### config.mk
export PLATFORM = sky130hd
export DESIGN_NAME = radix4_seq_multiplier
export DESIGN_NICKNAME = d
export VERILOG_FILES = /design/src/rtl/mult_pkg.sv /design/src/rtl/radix4_pp_row.sv /design/src/rtl/radix4_seq_multiplier.sv
export SDC_FILE = /design/constraint.sdc
export NUM_CORES = 1
export LEC_CHECK = 0
export ABC_AREA = 1
export CAP_MARGIN = 10
export CELL_PAD_IN_SITES_DETAIL_PLACEMENT = 0
export CELL_PAD_IN_SITES_GLOBAL_PLACEMENT = 1
export CORE_MARGIN = 2
export CORE_UTILIZATION = 44
export DETAILED_ROUTE_END_ITERATION = 6
export GPL_TIMING_DRIVEN = 0
export HOLD_SLACK_MARGIN = 0.08
export PLACE_DENSITY_LB_ADDON = 0.1
export SLEW_MARGIN = 10
export SYNTH_ARGS = -nofsm -noshare
export SYNTH_HDL_FRONTEND = slang
export SYNTH_SLANG_ARGS = --single-unit
### constraint.sdc
create_clock -name clk -period 9.5 [get_ports clk]
set_input_delay 2.375 -clock clk [delete_from_list [all_inputs] [get_ports clk]]
set_output_delay 2.375 -clock clk [all_outputs]
set_load 0.01 [all_outputs]
### src/rtl/mult_pkg.sv
// Shared types and helpers for the radix-4 sequential multiplier.
//   mult_state_t : controller states (IDLE, RUN, DONE), 2-bit encoding
//   iters()      : number of RUN cycles for a given operand width
package mult_pkg;

    typedef enum logic [1:0] {
        IDLE = 2'd0,
        RUN  = 2'd1,
        DONE = 2'd2
    } mult_state_t;

    // Two multiplier bits retire per cycle; odd widths round up.
    function automatic int unsigned iters(input int unsigned width);
        return (width + 1) / 2;
    endfunction

endpackage

### src/rtl/radix4_pp_row.sv
// Combinational radix-4 partial-product row: pp = m * qd.
// Ports:
//   m  [WIDTH-1:0] multiplicand
//   qd [1:0]       multiplier digit (0..3)
//   pp [WIDTH+1:0] partial product (0, m, 2m or 3m)
module radix4_pp_row #(
    parameter int unsigned WIDTH = 8
) (
    input  logic [WIDTH-1:0] m,
    input  logic [1:0]       qd,
    output logic [WIDTH+1:0] pp
);

    logic [WIDTH+1:0] m1;
    logic [WIDTH+1:0] m2;

    always_comb begin
        m1 = (WIDTH+2)'(m);
        m2 = m1 << 1;
        case (qd)
            2'd0:    pp = '0;
            2'd1:    pp = m1;
            2'd2:    pp = m2;
            default: pp = m1 + m2;
        endcase
    end

endmodule

### src/rtl/radix4_seq_multiplier.sv
// Iterative unsigned WIDTH x WIDTH multiplier retiring two multiplier bits per clock.
// Valid/ready handshake on both the operand and the product side.
// Ports:
//   clk, rst            clock, synchronous active-high reset
//   in_valid/in_ready   operand handshake (in_ready high only in IDLE)
//   m, q                multiplicand, multiplier
//   acc_in              accumulate addend, present only with MULT_ACC_EN
//   out_valid/out_ready product handshake
//   product             registered 2*WIDTH-bit result, stable while out_valid
//   busy                high while iterating
// Build option: define MULT_ACC_EN to add acc_in; product becomes (m*q + acc_in) mod 2^(2*WIDTH).
module radix4_seq_multiplier
    import mult_pkg::*;
#(
    parameter int unsigned WIDTH = 8
) (
    input  logic                 clk,
    input  logic                 rst,
    input  logic                 in_valid,
    output logic                 in_ready,
    input  logic [WIDTH-1:0]     m,
    input  logic [WIDTH-1:0]     q,
`ifdef MULT_ACC_EN
    input  logic [2*WIDTH-1:0]   acc_in,
`endif
    output logic                 out_valid,
    input  logic                 out_ready,
    output logic [2*WIDTH-1:0]   product,
    output logic                 busy
);

    localparam int unsigned ITERS = iters(WIDTH);
    localparam int unsigned QW    = 2 * ITERS;
    localparam int unsigned PW    = 2 * WIDTH;
    // Wide enough to hold ITERS so the final increment cannot wrap.
    localparam int unsigned CW    = $clog2(ITERS + 1);

    mult_state_t      state;
    logic [WIDTH-1:0] m_reg;
    logic [QW-1:0]    q_reg;
    logic [PW-1:0]    acc;
    logic [CW-1:0]    cnt;
    logic [WIDTH+1:0] pp;
    logic [PW-1:0]    pp_shift;
    logic [PW-1:0]    acc_next;
    logic [PW-1:0]    acc_init;

    radix4_pp_row #(
        .WIDTH (WIDTH)
    ) u_row (
        .m  (m_reg),
        .qd (q_reg[1:0]),
        .pp (pp)
    );

    // The last shift may push zero bits past 2*WIDTH; truncation loses nothing.
    always_comb begin
        pp_shift = PW'(pp) << {cnt, 1'b0};
        acc_next = acc + pp_shift;
    end

`ifdef MULT_ACC_EN
    assign acc_init = acc_in;
`else
    assign acc_init = '0;
`endif

    assign in_ready = (state == IDLE);

    always_ff @(posedge clk) begin
        if (rst) begin
            state     <= IDLE;
            m_reg     <= '0;
            q_reg     <= '0;
            acc       <= '0;
            cnt       <= '0;
            product   <= '0;
            out_valid <= 1'b0;
            busy      <= 1'b0;
        end else begin
            unique case (state)
                IDLE: begin
                    if (in_valid) begin
                        m_reg <= m;
                        q_reg <= QW'(q);
                        acc   <= acc_init;
                        cnt   <= '0;
                        busy  <= 1'b1;
                        state <= RUN;
                    end
                end
                RUN: begin
                    acc   <= acc_next;
                    q_reg <= q_reg >> 2;
                    cnt   <= cnt + CW'(1);
                    if (cnt == CW'(ITERS - 1)) begin
                        product   <= acc_next;
                        out_valid <= 1'b1;
                        busy      <= 1'b0;
                        state     <= DONE;
                    end
                end
                DONE: begin
                    if (out_ready) begin
                        out_valid <= 1'b0;
                        state     <= IDLE;
                    end
                end
                default: state <= IDLE;
            endcase
        end
    end

endmodule
==> impl_metrics.toml, run 1 <==
[outcome]
status = "complete, no violations"

[grt]
grt_use_total = 0.227
grt_pass1_wl_mm = 16.1
grt_pass1_vias = 3398
grt_max_degree = 18
antenna_found_initial = 0
grt-ovfl-total = 0

[synthesis]
netlist_area_sq_mm = 0.00367
syn_inst = 533
synth.distinct_cells = 39
async_flop_share = 0
synth_edf_count = 0
yosysWarnings = 0
synth_flop_cell = "dfxtp_1"
seq_area_frac_synth = 0.300
synth_area_per_cell_sq_um = 6.89
ys_seq_elements = 55
synth.net_count = 580

[sta]
fin_crit_sh = 0.421
finalSetupViolations = 0
skew_ns = 0.0108
whs_ns = 0.462
setup_tns_ns = 0
timing.fmax_ghz = 0.250
rsz0062_at_grt = "no"
finalMaxSlewViolations = 0
finalHoldViolations = 0
relSlewSlack = 0.614
min_period_ns = 4.00
tightestPinTransition_ns = 0.578

[finish]
multi_input_area_sq_mm = 0.00221
fin_nets = 624
reg_top3 = "acc x16, product x16"
layout_commonest_cell = "nand2_1"
fin_area_sq_mm = 0.00426
regArea_sq_mm = 0.00110
num_antenna_cells = 0
num-fill-cells = 820
drive_above_1_share = 0.0640
mostFrequentLayoutCells = "nand2_1, inv_1, dfxtp_1, a21oi_1, o21ai_0"
syn2layout_area_growth_pct = 16.1

[flow_run]
maxCapViolCount = 0

[clocking]
cts-root-buf = "clkbuf_8"
clkSinkCount = 55
cts_tree = "built"
post_cts_buffers = 0
cts_buffer_depth = 2
clk_latency_ns = 0.31
postCtsHoldBufs = 0
cts-buffers-inserted = 5
clk_pin_slew_worst_paths_ns = 0.11
ctsHtreeMaxLevel = 2
cts.repair.resized = 0

[drt]
antenna_left = 0
finalWirelength_mm = 9.59
via_per_inst = 5.17
drt-wirelength-per-cell_um = 14.0
via_count = 3532
dr.pass1.iters = 4
drc = 0
initialDrtViolationCount = 154

[setup_path]
slowest_stage = "dfxtp_1"
start_kind = "flip-flop"
path_cells = "ha_1 -> inv_1 -> fa_1 -> inv_1 -> nand2_1 -> nand2_1 -> nand2_1 -> nand2_1 -> nand3_1 -> nand2_1 -> o21ai_0 -> o21ai_0 -> nor2_1 -> ha_1 -> a21oi_1 -> o21a_1 -> nand2_1 -> a21boi_2 -> o31ai_2 -> xor2_1 -> nand2_1 -> a21oi_1"
r2r-start = "m_reg[0]"
reg2reg_to = "acc[14]"
reg2regPathDepth = 22
reg2reg_slack_ns = 5.50
path_class = "flip-flop to flip-flop"
cp_max_fo = 6
critPathLaunch = "m_reg[0]"
cp_common_cell = "nand2_1"
critPathMaxStageDelay_ns = 0.48
critical_path_required_ns = 9.74
critPathCaptureType = "flip-flop"
arrival_ns = 4.24

[power]
power_leakage_nw = 1.87
power_density_mw_per_mm2 = 120
swShare = 0.336
p_seq_frac = 0.485
vdd_drop_max_mv = 0.0613
p_clk_frac = 0.261
internal_power_mw = 0.339
p_sw_mw = 0.172
pwr-share-comb = 0.253

[floorplan]
fp.dieH_um = 95.3
die_w_um = 95.3
dieArea_sq_mm = 0.00909
ios = 39
fp.coreArea_sq_mm = 0.00813
initial_utilization = 0.451
num_rows = 33

[placement]
place_area_sq_mm = 0.00417
place_congestion = 0.924
io_buffers = 37
dp_hpwl_mm = 7.71

[hold_path]
hold_depth = 2
holdPathEnd = "q_reg[4]"
hold_start = "q_reg[4]"
min_path_type = "flip-flop to flip-flop"
## final cells by class
| cell class | count | share of cell area |
|---|---|---|
| repair buffers | 37 | 0.0869 |
| clock inverters | 2 | 0.00382 |
| plain buffers | 22 | 0.0223 |
| inverters | 69 | 0.0614 |
| well taps | 105 | 0.0308 |
| flip-flops and latches | 55 | 0.258 |
| multi-input cells | 387 | 0.519 |
| clock buffers | 6 | 0.0170 |
## power by group through the flow
stage | registers [mW] | logic [mW] | clock network [mW]
2_1_floorplan | 0.251 | 0.0910 | 0
5_1_grt | 0.250 | 0.146 | 0.147
3_5_place_dp | 0.253 | 0.128 | 0
6_report | 0.248 | 0.130 | 0.134
4_1_cts | 0.248 | 0.129 | 0.139
3_3_place_gp | 0.253 | 0.128 | 0
## cells in the mapped netlist, types with 5 or more instances
master      n  area [sq um]
nand3_1    29           145
nor2_1     33           124
a211oi_1   12          90.1
nand2_1   116           435
clkbuf_1   14          52.6
inv_1      67           251
xor2_1     10          87.6
nand3_2     5          50.1
o21ai_0    40           200
o21ai_1     6          30.0
o21bai_1   11          82.6
dfxtp_1    55          1100
buf_2       7          35.0
ha_1       25           313
a21oi_1    52           260
## logic make-up (layout without fill, tap and decap cells)
logic type               after synthesis  count (layout)  synth area share
AO/OA/AOI/OAI                        148             148             0.243
XOR/XNOR                              13              13            0.0310
AND/OR/NAND/NOR                      199             199             0.233
flip-flops                            55              55             0.300
adder cells (fa/ha/maj)               27              27            0.0961
buffers and inverters                 91             136            0.0971
## worst max path at each step
stage | endpoint | slack [ns] | cells after the start
3_5_place_dp | acc[9] | 5.54 | 7
2_1_floorplan | q_reg[3] | 6.24 | 6
4_1_cts | acc[14] | 5.51 | 22
6_report | acc[14] | 5.50 | 22
3_3_place_gp | q_reg[5] | 5.53 | 7
5_1_grt | acc[12] | 5.17 | 22
## worst max-delay path: cells and delay by family, from the launching register on
kind / cells / cell delay [ns]
AO/OA/AOI/OAI: 7 / 1.13
adder cells (fa/ha/maj): 3 / 0.98
AND/OR/NAND/NOR: 9 / 0.87
flip-flops: 1 / 0.48
XOR/XNOR: 1 / 0.34
buffers and inverters: 2 / 0.14
## routing by layer
metal,track usage,part of all wire
met1,0.324,0.50
met2,0.362,0.44
met3,0.0292,0.041
met4,0.0556,0.011
met5,0,0
## stage by stage
step	power (mW)	worst slack [ns]	util	std cells
after detailed placement	0.382	5.54	0.513	675
after global routing	0.542	5.17	0.524	683
final	0.511	5.50	0.524	683
after CTS	0.517	5.51	0.524	683
after floorplan	0.342	6.24	-	533
after global placement	0.381	5.53	0.513	675
Note: power is estimated with default switching activity, not from simulation.
==> inputs of run 2 (changes only) <==
CORE_UTILIZATION = 37   (was 44)
clock period = 3.3 ns   (was 9.5 ns; I/O delays follow)
==> impl_metrics.toml, run 2 (synthesized netlist as in run 1, its figures left out) <==
[grt]
gr-usage-met1 = 0.290
grt_use_total = 0.202
grt_max_degree = 19
use_met2 = 0.325
grt-busiest-layer = "met2"
met3_usage = 0.0239
grt-ovfl-total = 0
antenna_found_initial = 0
grt_pass1_vias = 3575
grt_pass1_wl_mm = 17.7

[placement]
dp_hpwl_mm = 8.02
io_buffers = 37
place_congestion = 0.874

[power]
vdd_drop_max_mv = 0.189
power_density_mw_per_mm2 = 326
power_leakage_nw = 2.15

[finish]
num_antenna_cells = 0
num-fill-cells = 978
utilization = 0.536
reg_top3 = "acc x16, product x16"
mostFrequentLayoutCells = "nand2_1, inv_1, dfxtp_1, a21oi_1, clkdlybuf4s50_1"
syn2layout_area_growth_pct = 41.4
layout_commonest_cell = "nand2_1"
drive_above_1_share = 0.275
fin_nets = 653

[sta]
fin_crit_sh = 1.02
setup_ws_ns = -0.0496
rsz0062_at_grt = "yes"
timing.fmax_ghz = 0.299
min_period_ns = 3.35
finalMaxSlewViolations = 0
whs_ns = 0.459
finalHoldViolations = 0
finalSetupViolations = 3
relSlewSlack = 0.541
tightestPinTransition_ns = 0.688
skew_ns = 0.0162

[drt]
via_count = 3786
initialDrtViolationCount = 134
dr.pass1.iters = 4
finalWirelength_mm = 11.0
antenna_left = 0
drt-wirelength-per-cell_um = 14.9
via_per_inst = 5.12
drc = 0

[clocking]
cts_buffer_depth = 2
cts-buffers-inserted = 5
clk_latency_ns = 0.33
cts-root-buf = "clkbuf_8"
ctsHtreeMaxLevel = 2
cts_tree = "built"
clk_pin_slew_worst_paths_ns = 0.11
clkSinkCount = 55

[setup_path]
path_cells = "ha_4 -> inv_2 -> fa_2 -> inv_2 -> nand2_4 -> nand3_4 -> o221ai_4 -> or2_4 -> nand3_4 -> nor2_4 -> ha_4 -> buf_6 -> nand2_4 -> nor2_4 -> a21oi_2 -> o21ai_2 -> a21oi_2 -> o211ai_1 -> nand2_1 -> a21o_1 -> inv_1"
path_class = "flip-flop to flip-flop"
critPathMaxStageDelay_ns = 0.40
critPathCaptureType = "flip-flop"
critical_path_required_ns = 3.58
arrival_ns = 3.63
cp_max_fo = 3
slowest_stage = "dfxtp_4"
cp_top_family = "compound AO/OA/AOI/OAI gates"
worstPathBufferInverterCount = 4
start_kind = "flip-flop"

[outcome]
violations = "negative setup slack"
status = "finished, violations left"

[floorplan]
initial_utilization = 0.379
fp.coreArea_sq_mm = 0.00968
fp.dieH_um = 104
num_rows = 36
die_w_um = 104
dieArea_sq_mm = 0.0107
ios = 39

[hold_path]
min_path_type = "flip-flop to flip-flop"

[flow_run]
maxCapViolCount = 0
[run 2: changes by cell type in the layout (fill, tap and decap cells not counted), sizes merged]
cell | before | now
clkbuf | 20 | 19
buf | 8 | 37
clkinvlp | 1 | 2
[run 2: metrics by stage]
step                      power, mW  setup WS [ns]  instances  area, sq um  setup TNS (ns)
after global placement         1.10         -0.704        703         4210           -8.36
after global routing           1.79         -0.239        740         5190           -2.10
final                          1.69        -0.0496        740         5190         -0.0723
after CTS                      1.58         -0.112        727         4640          -0.455
after floorplan               0.986         0.0807        533         3670               0
after detailed placement       1.10         -0.677        703         4210           -7.78
[run 2: worst paths after layout]
path                 start     endpoint  slack [ns]  cells after the start
setup / recovery  m_reg[1]  product[11]       -0.05                     21
setup reg to reg  m_reg[1]  product[11]       -0.05                     21
hold / removal    q_reg[4]     q_reg[4]        0.46                      2
hold reg to reg   q_reg[4]     q_reg[4]        0.46                      2
[run 2: layout make-up]
type,count,area [sq um],area share
multi-input combinational,387,2850,0.549
timing repair buffer,66,603,0.116
clock inverter,3,22.5,0.00434
clock buffer,5,68.8,0.0133
buffer,22,95.1,0.0183
sequential,55,1120,0.215
tap,133,166,0.0320
inverter,69,269,0.0518
[run 2: tightest hold or removal path, cell delays in order, from the launching register on]
cell and delay, ns:
dfxtp_1 0.32, inv_1 0.06, a21oi_1 0.05
[run 2: power by group]
part / switching (mW) / leakage [nW] / total (mW) / internal, mW
clock network: 0.257 / 0.0489 / 0.411 / 0.155
logic: 0.326 / 1.65 / 0.563 / 0.237
registers: 0.0264 / 0.451 / 0.719 / 0.692
total: 0.609 / 2.15 / 1.69 / 1.08
[run 2: per-layer routing]
layer | routed length, um | up-vias
li1 | - | 1926
met1 | 5420 | 1790
met2 | 5160 | 58
met3 | 313 | 12
met4 | 128 | 0
met5 | 0 | -
[run 2: repair_timing]
item                       4_1_cts  5_1_grt
setup endpoints to repair       22       20
setup buffers                   16       13
pin swaps                       28       62
hold buffers                     0        0
resized for setup               54      100
==> inputs of run 3 (changes only) <==
CTS_CLUSTER_DIAMETER = 80   (was unset)
HOLD_SLACK_MARGIN = 0.03   (was 0.08)
==> results of run 3 <==
Same layout as run 2: the final DEF is identical, and so are final timing and power.
